--- config.mk ---
export PLATFORM = sky130hd
export DESIGN_NAME = lfsr_gen
export DESIGN_NICKNAME = d
export VERILOG_FILES = /design/src/rtl/lfsr_gen.sv
export SDC_FILE = /design/constraint.sdc
export NUM_CORES = 1
export LEC_CHECK = 0
export BUFFER_PORTS_ARGS = -buffer_cell sky130_fd_sc_hd__buf_2
export CELL_PAD_IN_SITES_DETAIL_PLACEMENT = 0
export CELL_PAD_IN_SITES_GLOBAL_PLACEMENT = 2
export CORE_MARGIN = 2
export CORE_UTILIZATION = 35
export DETAILED_ROUTE_END_ITERATION = 7
export PLACE_DENSITY_LB_ADDON = 0.1
export SETUP_SLACK_MARGIN = 0.5
export SLEW_MARGIN = 40
export SYNTH_ARGS = -nofsm -noshare
export SYNTH_HDL_FRONTEND = slang
export SYNTH_SLANG_ARGS = --single-unit
--- constraint.sdc ---
create_clock -name clk -period 2.6 [get_ports clk]
set_input_delay 0.13 -clock clk [delete_from_list [all_inputs] [get_ports clk]]
set_output_delay 0.13 -clock clk [all_outputs]
set_load 0.02 [all_outputs]
--- src/rtl/lfsr_gen.sv ---
// Runtime-configurable LFSR: Fibonacci or Galois stepping, parallel/serial seeding,
// all-zero lock-up recovery and a period counter referenced to the last seed.
module lfsr_gen #(
   parameter int unsigned      WIDTH = 8,
   parameter logic [WIDTH-1:0] TAPS  = 8'hB8,
   parameter logic [WIDTH-1:0] SEED  = 8'h01
) (
   input  logic             clk,
   input  logic             reset,
   input  logic             en,
   input  logic             mode,
   input  logic             load,
   input  logic             s_reg_in,
   input  logic             wr_en,
   input  logic             wr_sel,
   input  logic [WIDTH-1:0] wr_data,
   output logic             lfsr_out,
   output logic [WIDTH-1:0] state,
   output logic             lockup,
   output logic             period_done,
   output logic [WIDTH-1:0] period,
   output logic             io_oeb
);

   localparam logic [WIDTH-1:0] One = {{(WIDTH-1){1'b0}}, 1'b1};

   logic [WIDTH-1:0] s_q, s_d;
   logic [WIDTH-1:0] t_q, t_d;
   logic [WIDTH-1:0] seed_q, seed_d;
   logic [WIDTH-1:0] cnt_q, cnt_d;
   logic [WIDTH-1:0] period_q, period_d;
   logic             lockup_q, lockup_d;
   logic             done_q, done_d;

   logic             fb;
   logic [WIDTH-1:0] step_fib;
   logic [WIDTH-1:0] step_gal;
   logic [WIDTH-1:0] step_next;
   logic [WIDTH-1:0] shift_in;

   always_comb begin
      fb        = ^(s_q & t_q);
      step_fib  = {s_q[WIDTH-2:0], fb};
      step_gal  = {s_q[WIDTH-2:0], 1'b0} ^ (s_q[WIDTH-1] ? t_q : '0);
      step_next = mode ? step_gal : step_fib;
      shift_in  = {s_q[WIDTH-2:0], s_reg_in};
   end

   // Priority is wr_en > load > en; losing requests are dropped, not queued.
   always_comb begin
      s_d      = s_q;
      t_d      = t_q;
      seed_d   = seed_q;
      cnt_d    = cnt_q;
      period_d = period_q;
      lockup_d = 1'b0;
      done_d   = 1'b0;
      if (wr_en) begin
         cnt_d = '0;
         if (wr_sel) begin
            t_d = wr_data;
         end else begin
            s_d    = wr_data;
            seed_d = wr_data;
         end
      end else if (load) begin
         s_d    = shift_in;
         seed_d = shift_in;
         cnt_d  = '0;
      end else if (en) begin
         if (s_q == '0) begin
            s_d      = SEED;
            seed_d   = SEED;
            cnt_d    = '0;
            lockup_d = 1'b1;
         end else begin
            s_d = step_next;
            if (step_next == seed_q) begin
               period_d = cnt_q + One;
               cnt_d    = '0;
               done_d   = 1'b1;
            end else if (cnt_q != '1) begin
               cnt_d = cnt_q + One;
            end
         end
      end
   end

   always_ff @(posedge clk or negedge reset) begin
      if (!reset) begin
         s_q      <= SEED;
         t_q      <= TAPS;
         seed_q   <= SEED;
         cnt_q    <= '0;
         period_q <= '0;
         lockup_q <= 1'b0;
         done_q   <= 1'b0;
      end else begin
         s_q      <= s_d;
         t_q      <= t_d;
         seed_q   <= seed_d;
         cnt_q    <= cnt_d;
         period_q <= period_d;
         lockup_q <= lockup_d;
         done_q   <= done_d;
      end
   end

   assign state       = s_q;
   assign lfsr_out    = s_q[WIDTH-1];
   assign lockup      = lockup_q;
   assign period_done = done_q;
   assign period      = period_q;
   assign io_oeb      = 1'b0;

endmodule

==> qor.yml, run 1 <==
placement:
  numPortBuffers: 34
  place_congestion: 0.770
  postPlaceCellArea_sq_um: 2800
  hpwl_microns: 4600
cells_and_area:
  nets: 342
  design_area_sq_um: 3210
  area_delta_synth_final_pct: 30.2
  drive_above_1_share: 0.390
  n_antenna_cell: 0
setup_path:
  crit_path_end_kind: "flip-flop"
  start_kind: "flip-flop"
  arrival_ns: 2.42
  ff2ff_setup_slack_ns: 0.36
  cp_max_fo: 5
  worstPathRequired_ns: 2.78
  crit_type: "flip-flop to flip-flop"
drt:
  vias_per_cell: 4.96
  antenna_left: 0
  drt_drc_violations_left: 0
  drt-wirelength-per-cell_microns: 15.8
  via_count: 2095
  drt_iter0_drc: 73
  routed_wl_microns: 6690
  drt_pass1_iterations: 4
sta:
  finClkSkew_ns: 0.00507
  period_needed_ns: 2.24
  max_clock_freq_mhz: 446
  setup_tns_ns: 0
  hold_viol_final: 0
  tightestPinTransition_ns: 0.617
  finalSetupViolations: 0
  maxSlewHeadroom: 0.589
  period_share: 0.862
  slew_viol_final: 0
  rsz0062_at_grt: "true"
global_routing:
  grt_max_degree: 27
  grt_usage: 0.186
  gr-total-overflow: 0
  grt_pass1_wl_microns: 10900
  grt_pass1_vias: 2123
  antenna_found_initial: 0
clock_tree:
  clkLatencyLatePin_ns: 0.29
  cts_htree_levels: 2
  cts_tree: "built"
  path_clk_slew_ns: 0.08
  cts_buffers: 5
  cts.path.max_buffers: 2
  cts-root-buf: "clkbuf_8"
  cts_sinks: 42
status:
  status: "finished, final reports clean"
synth:
  yosysWarnings: 0
  synth-async-reset-ratio: 1.00
  synthCells: 265
  synth-simple-area-share: 0.171
  synth_edf_count: 0
  synthMuxAreaShare: 0.0912
  synth_cell_types: 43
  synth_nets: 282
  syn_area_sq_um: 2470
  synth-seq-area-share: 0.429
  synth_area_per_cell_sq_um: 9.32
  synth_top_flop_cell: "dfrtp_1"
  synth_xor_area_frac: 0.114
  synth_top_family_by_area: "simple AND/OR/NAND/NOR gates"
  synth-seq-cells: 42
  yosys.area_share.adder: 0.00507
  synth_compound_area_frac: 0.153
pwr:
  peakVddDrop_uv: 338
  p_leak_nw: 1.37
  p_per_area_nw_per_um2: 631
die:
  io_pins: 36
  initial_core_util: 0.363
  die_y_microns: 88.0
  core_sq_um: 6790
  fp.dieW_microns: 88.0
  num_rows: 30
  die_area_sq_um: 7740
job:
  cap_viol_max_count: 0
hold_path:
  min_path_type: "input port to flip-flop"
==> cell type report <==
cell class,instances,area [sq um]
fillers,696,3580
multi-input cells,203,1470
flip-flops and latches,42,1070
repair buffers,67,447
well taps,96,120
clock buffers,7,86.3
inverters,6,22.5
clock inverters,1,5.00
==> registers in the layout (all words and copies together) (netlist names) <==
register,flops
seed_q,8
state,8
lockup,1
period_done,1
cnt_q,8
period,8
t_q,8
==> synthesized netlist by cell type, types with 2 or more instances <==
master,instances,area share
dfrtp_1,36,0.36
nand2_1,33,0.050
o21ai_0,24,0.049
a21oi_1,19,0.039
xnor2_1,19,0.067
mux2_2,17,0.078
nand3_1,17,0.034
nor2_1,17,0.026
xor2_1,13,0.046
clkbuf_1,7,0.011
and3_1,6,0.015
dfstp_2,6,0.064
inv_1,6,0.0091
o311ai_0,4,0.014
a31oi_1,3,0.0076
buf_4,3,0.0091
a41oi_1,2,0.0071
buf_1,2,0.0030
buf_2,2,0.0041
mux2i_1,2,0.0081
nand3b_1,2,0.0061
nor3_1,2,0.0041
o2111ai_1,2,0.0071
o211ai_1,2,0.0061
==> layout by cell type (no fill, tap or decap), types with 7 or more instances in the layout <==
cell / count
nor2_1: 15
o21ai_0: 18
buf_2: 34
nand2_1: 31
buf_6: 7
a21oi_1: 19
mux2_4: 7
mux2_2: 10
buf_4: 25
dfrtp_1: 29
nand3_1: 16
dfrtp_2: 7
xnor2_1: 17
xor2_1: 10
==> logic make-up after synthesis <==
group,after synthesis
AND/OR/NAND/NOR,86
adder cells (fa/ha/maj),1
XOR/XNOR,32
other,1
AO/OA/AOI/OAI,63
buffers and inverters,20
flip-flops,42
multiplexers,20
==> path summary, 6_finish.rpt <==
| check | cells past startpoint | to | from |
|---|---|---|---|
| worst max-delay path | 9 | period[4] | t_q[3] |
| worst min-delay path | 2 | t_q[1] | wr_data[1] |
| worst max register to register | 9 | period[4] | t_q[3] |
| worst min register to register | 1 | period[7] | period[7] |
| max in group asynchronous | 3 | seed_q[0] | reset |
| min in group asynchronous | 2 | period[5] | reset |
==> metrics by stage <==
stage	setup WS (ns)	power [mW]	hold slack, ns	util	std cells
after floorplan	0.342	1.19	-0.166	-	265
after global placement	0.217	1.36	0.179	0.412	394
after detailed placement	0.208	1.36	0.190	0.412	394
after CTS	0.369	1.96	0.0755	0.458	418
after global routing	0.275	2.17	0.0729	0.473	422
final	0.359	2.03	0.0806	0.473	422
==> critical path, cell delays in order (launching register included) <==
cell	delay [ns]
dfstp_2	0.56
nand2_2	0.07
xor2_2	0.15
xnor2_1	0.14
xnor2_1	0.28
mux2i_2	0.11
buf_6	0.13
nor3_4	0.20
buf_6	0.17
mux2_4	0.31
==> power by group <==
part / internal [mW] / total [mW] / switching (mW)
clock network: 0.215 / 0.441 / 0.226
logic: 0.401 / 0.782 / 0.381
registers: 0.729 / 0.806 / 0.0766
==> what timing repair did <==
action	CTS	global route
hold buffers	1	0
setup endpoints to repair	28	28
buffers inserted	14	4
pin swaps	7	11
cloned	1	0
endpoints found under the hold margin	21	0
resized for setup	24	23
==> per-layer routing <==
layer,GRT usage,wire length (microns),vias up
li1,-,-,1054
met1,0.229,2900,1000
met2,0.319,3450,28
met3,0.0358,146,13
met4,0.0727,189,0
met5,0,0,-
(Power assumes the default switching activity.)
==> run 2: changes to the inputs <==
--- a/config.mk
+++ b/config.mk
@@ -13,2 +13,3 @@
 export DETAILED_ROUTE_END_ITERATION = 7
+export GPL_TIMING_DRIVEN = 0
 export PLACE_DENSITY_LB_ADDON = 0.1
==> constraint.sdc (replaced) <==
create_clock -name clk -period 2.6 [get_ports clk]
set_input_delay 0.26 -clock clk [delete_from_list [all_inputs] [get_ports clk]]
set_output_delay 0.26 -clock clk [all_outputs]
set_load 0.02 [all_outputs]
==> qor.yml, run 2 (synthesis gave the netlist of run 1 again) <==
status:
  status: "finished, final reports clean"
sta:
  tightestPinTransition_ns: 0.667  # +0.0501 ns
  max_clock_freq_mhz: 456  # +2.2%
  finClkSkew_ns: 0.00681  # +0.00175 ns
  rsz0062_at_grt: "true"
  layout_setup_ws_ns: 0.408  # +0.0491 ns
  setup_tns_ns: 0  # unchanged
  period_share: 0.843  # -0.0189
  slew_viol_final: 0  # unchanged
  hold_viol_final: 0  # unchanged
  period_needed_ns: 2.19  # -0.0491 ns
  finalSetupViolations: 0  # unchanged
  maxSlewHeadroom: 0.553  # -0.0358
setup_path:
  crit_type: "flip-flop to flip-flop"
  arrival_ns: 2.38  # -0.04 ns
  crit_path_end_kind: "flip-flop"
  worstPathRequired_ns: 2.79  # about the same
  cp_max_fo: 5  # unchanged
  r2r_start: "t_q[3]"
  crit_top_cell: "xnor2_2"
  start_kind: "flip-flop"
  crit_start: "t_q[3]"
  critPathSlowestCell: "dfstp_2"
  cpPeakStageDelay_ns: 0.57  # about the same
  cp_cell_sequence: "nand2_2, xor2_2, xnor2_2, xnor2_2, mux2i_4, nor3_4, buf_6, mux2_4"
clock_tree:
  path_clk_slew_ns: 0.09  # about the same
  clkLatencyLatePin_ns: 0.30  # about the same
  cts_sinks: 42  # unchanged
  cts_buffers: 5  # unchanged
  cts-root-buf: "clkbuf_8"
  cts.path.max_buffers: 2  # unchanged
  cts_htree_levels: 2  # unchanged
  cts_tree: "built"
global_routing:
  use_met1: 0.229  # -0.000500
  grt_most_used_layer: "met2"
  use_met2: 0.332  # +0.0131
  grt_pass1_wl_microns: 11000  # +1.0%
  gr-total-overflow: 0  # unchanged
  antenna_found_initial: 0  # unchanged
  grt_usage: 0.188  # +0.00234
  grt_max_degree: 43  # +59%
  grt_pass1_vias: 2115  # -0.38%
  use_met3: 0.0386  # +0.00283
hold_path:
  hold_start: "wr_data[7]"
  min_path_type: "input port to flip-flop"
placement:
  numPlacedInstances: 393  # -0.25%
  post-place-ws_ns: -0.207  # -0.415 ns
  hpwl_microns: 4530  # -1.5%
  place_congestion: 0.760  # -1.4%
  numPortBuffers: 32  # -5.9%
pwr:
  clockPowerShare: 0.286  # +0.069
  peakVddDrop_uv: 283  # -16%
  p_sw_mw: 0.729  # +6.6%
  p_leak_nw: 1.46  # +6.5%
  p_seq_frac: 0.354  # -0.043
  p_sw_frac: 0.318  # -0.0188
  internal-power_mw: 1.56  # +16%
  p_comb_frac: 0.360  # -0.026
  p_per_area_nw_per_um2: 675  # +6.9%
cells_and_area:
  n_antenna_cell: 0  # unchanged
  drive_above_1_share: 0.403  # +0.0134
  area_delta_synth_final_pct: 37.6
  multi_input_area_sq_um: 1510  # +3.1%
  ff_latch_area_sq_um: 1070  # +0.12%
  final_common_cell: "buf_2"
  nets: 351  # +2.6%
  final_cell_mix: "32 x buf_2, 29 x nand2_1, 28 x dfrtp_1"
  fin_cells: 431  # +2.1%
  fill_cells: 649  # -6.8%
drt:
  drt_iter0_drc: 63  # -14%
  routed_wl_microns: 7020  # +5.0%
  drt_drc_violations_left: 0  # unchanged
  drt-wirelength-per-cell_microns: 16.3  # +2.8%
  drt_pass1_iterations: 4  # unchanged
  antenna_left: 0  # unchanged
  vias_per_cell: 5.05  # +1.8%
  via_count: 2178  # +4.0%
die:
  io_pins: 36  # unchanged
  initial_core_util: 0.363  # unchanged
  fp.dieW_microns: 88.0  # unchanged
  num_rows: 30  # unchanged
  die_area_sq_um: 7740  # unchanged
  core_sq_um: 6790  # unchanged
  die_y_microns: 88.0  # unchanged
job:
  cap_viol_max_count: 0  # unchanged
[run 2: changes by cell type in the layout (fill, tap and decap cells not counted), moves of 3 or more]
cell,previous run,this run
o21ai_0,18,21
clkbuf_1,1,7
o21ai_1,6,2
xnor2_1,17,13
xnor2_2,2,6
[run 2: timing repair]
item / 4_1_cts / 5_1_grt
cloned: 0 / 1
pin swaps: 13 / 14
hold buffers: 1 / 0
hold endpoints to repair: 36 / 0
endpoints found under the setup margin: 25 / 28
gates resized for setup: 31 / 25
setup buffers: 18 / 10
[run 2: path summary, 6_finish.rpt]
check	to	slack, ns	depth (start not counted)
max	period[4]	0.41	8
min	t_q[7]	0.22	2
max reg2reg	period[4]	0.41	8
min reg2reg	period[4]	0.51	1
max in group asynchronous	state[1]	1.68	2
min in group asynchronous	period[5]	0.50	2
[run 2: area by class of cell]
cell class | count | share of cell area
Clock inverter | 2 | 0.0177
Timing Repair Buffer | 62 | 0.132
Multi-Input combinational cell | 203 | 0.445
Buffer | 14 | 0.0247
Inverter | 6 | 0.00663
Sequential cell | 42 | 0.315
Tap cell | 96 | 0.0354
Clock buffer | 6 | 0.0243
[run 2: power by group through the flow]
stage | clock network [mW] | registers, mW | logic, mW
3_5_place_dp | 0 | 0.823 | 0.521
2_1_floorplan | 0 | 0.826 | 0.363
5_1_grt | 0.698 | 0.823 | 0.887
6_report | 0.654 | 0.811 | 0.825
4_1_cts | 0.669 | 0.809 | 0.741
3_3_place_gp | 0 | 0.823 | 0.519
[run 2: metal layers]
metal	share of wire	vias up
met5	0	-
met4	0.019	0
met3	0.035	12
met2	0.50	48
met1	0.45	1047
li1	-	1071
[run 2: through the flow]
stage / instance area, sq um / util / hold slack [ns] / total power [mW]
2_1_floorplan: 2480 / - / -0.0356 / 1.19
3_3_place_gp: 2760 / 0.406 / 0.485 / 1.34
3_5_place_dp: 2770 / 0.407 / 0.301 / 1.34
4_1_cts: 3210 / 0.473 / 0.213 / 2.22
5_1_grt: 3400 / 0.500 / 0.210 / 2.41
6_report: 3400 / 0.500 / 0.217 / 2.29
[run 2: worst max-delay path: cells and delay by family (launching register included)]
| kind | cells | cell delay [ns] |
|---|---|---|
| mux | 2 | 0.64 |
| simple gates | 2 | 0.15 |
| flops | 1 | 0.57 |
| buf+inv | 1 | 0.14 |
| xor+xnor | 3 | 0.58 |
